<file path="config.mk">
export PLATFORM = sky130hd
export DESIGN_NAME = truth_table_sequencer
export DESIGN_NICKNAME = d
export VERILOG_FILES = /design/src/rtl/truth_table_sequencer.sv
export SDC_FILE = /design/constraint.sdc
export NUM_CORES = 1
export LEC_CHECK = 0
export CAP_MARGIN = 20
export CORE_MARGIN = 4
export CORE_UTILIZATION = 59
export CTS_CLUSTER_SIZE = 24
export DETAILED_ROUTE_END_ITERATION = 8
export DONT_BUFFER_PORTS = 1
export PLACE_DENSITY = 0.78
export SLEW_MARGIN = 20
export SYNTH_ARGS = -nofsm -noshare
export SYNTH_HDL_FRONTEND = slang
export SYNTH_SLANG_ARGS = --single-unit
</file>
<file path="constraint.sdc">
create_clock -name clk -period 2.4 [get_ports clk]
set_input_delay 0.72 -clock clk [delete_from_list [all_inputs] [get_ports clk]]
set_output_delay 0.72 -clock clk [all_outputs]
set_load 0.005 [all_outputs]
</file>
<file path="src/rtl/truth_table_sequencer.sv">
// Truth-table self-test sequencer: on a start edge, walks every input vector onto
// the gate under test, lets each settle, samples the gate output and compares it
// with the EXPECT table. It reports a mismatch count, the first failing vector and
// a pass flag.
module truth_table_sequencer #(
  parameter int                  NIN    = 2,
  parameter int                  SETTLE = 4,
  parameter logic [2**NIN-1:0]   EXPECT = 4'b0001
) (
  input  logic           clk,
  input  logic           rst_n,
  input  logic           start,
  input  logic           dut_out,
  output logic [NIN-1:0] dut_in,
  output logic           busy,
  output logic           done,
  output logic           pass,
  output logic [NIN:0]   err_count,
  output logic [NIN-1:0] fail_idx
);

  // The settle counter needs at least one bit, even when SETTLE == 1.
  localparam int             CW       = (SETTLE > 1) ? $clog2(SETTLE) : 1;
  localparam logic [CW-1:0]  CNT_LAST = CW'(SETTLE - 1);
  localparam logic [NIN-1:0] VEC_LAST = {NIN{1'b1}};
  localparam logic [NIN-1:0] VEC_ONE  = NIN'(1);
  localparam logic [CW-1:0]  CNT_ONE  = CW'(1);
  localparam logic [NIN:0]   ERR_ONE  = (NIN+1)'(1);

  typedef enum logic [1:0] {IDLE, SETTLE_ST, CHECK, DONE} state_t;

  state_t         state_q, state_d;
  logic           start_q;
  logic [NIN-1:0] vec_q, vec_d;
  logic [CW-1:0]  cnt_q, cnt_d;
  logic [NIN:0]   err_q, err_d;
  logic [NIN-1:0] fail_q, fail_d;
  logic           busy_q, busy_d;
  logic           done_q, done_d;
  logic           pass_q, pass_d;
  logic           start_rise;
  logic           mismatch;
  logic [NIN:0]   err_next;

  assign start_rise = start & ~start_q;

  // State and result registers. Reset clears everything so a mid-run abort keeps nothing.
  always_ff @(posedge clk or negedge rst_n) begin
    if (!rst_n) begin
      state_q <= IDLE;
      start_q <= 1'b0;
      vec_q   <= '0;
      cnt_q   <= '0;
      err_q   <= '0;
      fail_q  <= '0;
      busy_q  <= 1'b0;
      done_q  <= 1'b0;
      pass_q  <= 1'b0;
    end else begin
      state_q <= state_d;
      start_q <= start;
      vec_q   <= vec_d;
      cnt_q   <= cnt_d;
      err_q   <= err_d;
      fail_q  <= fail_d;
      busy_q  <= busy_d;
      done_q  <= done_d;
      pass_q  <= pass_d;
    end
  end

  // Next-state logic. A start edge is honoured only in IDLE and DONE, so a run can't be restarted.
  always_comb begin
    state_d  = state_q;
    vec_d    = vec_q;
    cnt_d    = cnt_q;
    err_d    = err_q;
    fail_d   = fail_q;
    busy_d   = busy_q;
    done_d   = done_q;
    pass_d   = pass_q;
    mismatch = (dut_out != EXPECT[vec_q]);
    err_next = mismatch ? (err_q + ERR_ONE) : err_q;
    case (state_q)
      IDLE, DONE: begin
        if (start_rise) begin
          state_d = SETTLE_ST;
          vec_d   = '0;
          cnt_d   = '0;
          err_d   = '0;
          fail_d  = '0;
          busy_d  = 1'b1;
          done_d  = 1'b0;
          pass_d  = 1'b0;
        end
      end
      SETTLE_ST: begin
        // Hold the vector for exactly SETTLE cycles. The gate output is ignored here.
        if (cnt_q == CNT_LAST) begin
          cnt_d   = '0;
          state_d = CHECK;
        end else begin
          cnt_d = cnt_q + CNT_ONE;
        end
      end
      CHECK: begin
        err_d = err_next;
        if (mismatch && (err_q == '0)) fail_d = vec_q;
        if (vec_q == VEC_LAST) begin
          state_d = DONE;
          busy_d  = 1'b0;
          done_d  = 1'b1;
          pass_d  = (err_next == '0);
        end else begin
          vec_d   = vec_q + VEC_ONE;
          state_d = SETTLE_ST;
        end
      end
      default: state_d = IDLE;
    endcase
  end

  assign dut_in    = vec_q;
  assign busy      = busy_q;
  assign done      = done_q;
  assign pass      = pass_q;
  assign err_count = err_q;
  assign fail_idx  = fail_q;

endmodule

</file>
==> impl_metrics.csv <==
group,metric,value,unit
setup_path,arrival,2.13,ns
sta,relSlewSlack,0.734,
clock_network,h-tree-depth,1,
global_route,met1_usage,0.228,
layout,final_layout_size_suffix_gt1_frac,0.0920,
min_path,min_path_type,"in2async",
clock_network,clk_pin_slew,0.09,ns
clock_network,cts_tree,"yes",
sta,period_minus_slack,1.96,ns
placed_design,gp_congestion,0.757,
routing,wirelength,1570,um
layout,fin_area,893,um2
clock_network,post_cts_resized,0,
clock_network,cts_buffer_depth,2,
sta,worst_slew_pin_slew,0.398,ns
clock_network,post-cts-setup-buffers,0,
layout,final_core_util,0.670,
layout,nFillCells,108,
clock_network,postCtsHoldBufs,0,
setup_path,path_max_fanout,9,
pwr,internal-power,614,uW
global_route,use_met3,0.0508,
layout,antennaDiodeCount,0,
placed_design,numPortBuffers,0,
clock_network,root_buffer,"clkbuf_4",
synthesis,synthXorXnorAreaFrac,0.0391,
synthesis,synthMuxAreaShare,0.0376,
sta,fin_setup_tns,0,ns
global_route,grt_overflow,0,
setup_path,crit_type,"reg2reg",
layout,area_growth,3.33,%
global_route,grt_pass1_vias,621,
floorplan,dieArea,2140,um2
synthesis,synth-warning-count,0,
floorplan,ios,14,
setup_path,endpoint_kind,"flop",
status,status,"completed",
pwr,powerDensity,1230,nW/um2
floorplan,core-area,1330,um2
floorplan,fp.dieH,46.3,um
pwr,seqPwrFrac,0.360,
flow_run,maxCapViolations,0,
sta,slew_viol_final,0,
sta,rsz0062_at_grt,"no",
sta,skew,0.00121,ns
floorplan,std_cell_rows,13,
setup_path,rrSetupSlack,0.44,ns
pwr,leakage,0.000401,uW
synthesis,yosys.area_share.adder,0.116,
sta,max_freq,510,MHz
synthesis,synth.distinct_cells,31,
global_route,gr-usage-met2,0.258,
sta,holdWs,0.131,ns
synthesis,synth.avg_cell_area,10.1,um2
synthesis,synth-seq-cells,15,
synthesis,synth_cells,86,
pwr,p_comb_frac,0.513,
routing,postRouteAntennaNets,0,
layout,nets,100,
setup_path,cp-start-kind,"flop",
synthesis,synth-compound-area-share,0.177,
placed_design,dp_hpwl,1170,um
clock_network,clock-sinks,15,
clock_network,clk_latency,0.27,ns
pwr,swShare,0.442,
routing,wire_per_inst,15.4,um
routing,vias,629,
sta,setup_viol_count_final,0,
global_route,grt_pass1_wl,2620,um
synthesis,synth_area,865,um2
synthesis,synth_top_family_by_area,"compound AO/OA/AOI/OAI gates",
pwr,clkPwrFrac,0.126,
routing,drtIter0Drc,21,
global_route,grt_max_degree,16,
placed_design,place_inst,98,
pwr,power_switching,486,uW
synthesis,ys_seq_area_frac,0.434,
routing,drt_first_pass_iters,4,
global_route,track_usage,0.172,
global_route,busiest_layer,"met2",
global_route,antenna_found_initial,0,
sta,finalHoldViolCount,0,
setup_path,cp.required,2.56,ns
synthesis,synth.net_count,98,
routing,drcViolationCount,0,
clock_network,cts_buffers,3,
routing,vias_per_cell,6.17,
floorplan,die-width,46.3,um
floorplan,start_util,0.648,
layout,layoutNonFillerInstCount,102,
sta,layout_worst_path_cycle_share,0.818,
synthesis,yosys.area_share.simple,0.143,
placed_design,placed_area,867,um2
pwr,ir_worst_vdd,0.852,mV
final cells by class:
type / instances / area, um2 / area share
sequential: 15 / 375 / 0.420
tap: 15 / 18.8 / 0.0210
clock buffer: 4 / 26.3 / 0.0294
inverter: 8 / 30.0 / 0.0336
multi-input combinational: 60 / 443 / 0.496
cell usage in the layout (no fill, tap or decap), types with 3 or more instances in the layout:
| master | n |
|---|---|
| dfrtp_1 | 15 |
| nand2_1 | 9 |
| inv_1 | 8 |
| ha_1 | 8 |
| a21oi_1 | 4 |
| o21ai_0 | 4 |
| nand3_1 | 3 |
| a31oi_1 | 3 |
| nor3_1 | 3 |
| clkbuf_4 | 3 |
path summary, 6_finish.rpt:
| path | from | end | cells after the start |
|---|---|---|---|
| worst max-delay path | state_q[0] | err_count[0] | 6 |
| worst min-delay path | rst_n | dut_in[1] | 0 |
| worst max register to register | state_q[0] | err_count[0] | 6 |
| worst min register to register | cnt_q[1] | cnt_q[1] | 1 |
| max in group asynchronous | rst_n | state_q[0] | 0 |
| min in group clk | start | start_q | 0 |
state kept, by name, summed over array words and instances, names as in the netlist:
name       count
busy           1
dut_in         2
cnt_q          2
done           1
state_q        2
fail_idx       2
pass           1
start_q        1
err_count      3
power groups by stage:
| stage | clock [uW] | sequential, uW | combinational [uW] |
|---|---|---|---|
| detailed placement | 0 | 401 | 552 |
| floorplan | 0 | 382 | 479 |
| global route | 158 | 405 | 630 |
| finish | 139 | 396 | 564 |
| CTS | 143 | 396 | 561 |
| global placement | 0 | 398 | 535 |
cells by family (layout without fill, tap and decap cells):
logic type                 after synthesis  count (layout)
AOI/OAI and AO/OA                       22              22
xor gates and xnor gates                 3               3
adders and majority gates                8               8
buffers and inverters                   11              12
DFF                                     15              15
muxes                                    3               3
and+or+nand+nor                         24              24
routing by layer:
metal  wire, um  vias up  share of wire
met2        677       17           0.43
li1           -      307              -
met5          0        -              0
met3         87        2          0.056
met4         13        0         0.0083
met1        787      303           0.50
metrics by stage:
stage | total power (uW) | worst slack [ns]
global placement | 933 | 0.495
global route | 1190 | 0.309
detailed placement | 953 | 0.499
CTS | 1100 | 0.472
finish | 1100 | 0.438
floorplan | 860 | 0.657
Yosys cell counts, drive strengths merged:
cell / number / area, um2
a22oi: 2 / 15.0
a22o: 1 / 8.76
nand3b: 1 / 11.3
nand2: 9 / 33.8
a21oi: 4 / 20.0
o41ai: 1 / 8.76
o31ai: 1 / 7.51
xnor2: 2 / 17.5
mux2i: 1 / 10.0
inv: 8 / 30.0
clkbuf: 1 / 3.75
and2: 2 / 12.5
o21ai: 4 / 20.0
ha: 8 / 100
nor2b: 2 / 12.5
a31o: 1 / 8.76
nand3: 3 / 15.0
o311ai: 1 / 8.76
dfrtp: 15 / 375
a31oi: 3 / 18.8
buf: 2 / 12.5
a32o: 2 / 20.0
or4: 1 / 7.51
a21o: 1 / 7.51
nand2b: 2 / 12.5
xor2: 1 / 16.3
mux2: 2 / 22.5
nor2: 1 / 3.75
nor3: 3 / 15.0
o2bb2ai: 1 / 8.76
critical path: stages, from the launching register on:
cell     delay (ns)
dfrtp_1        0.43
inv_1          0.07
ha_1           0.33
inv_1          0.17
mux2_2         0.36
a31o_2         0.24
mux2_2         0.25
Note: power is estimated with default switching activity, not from simulation.
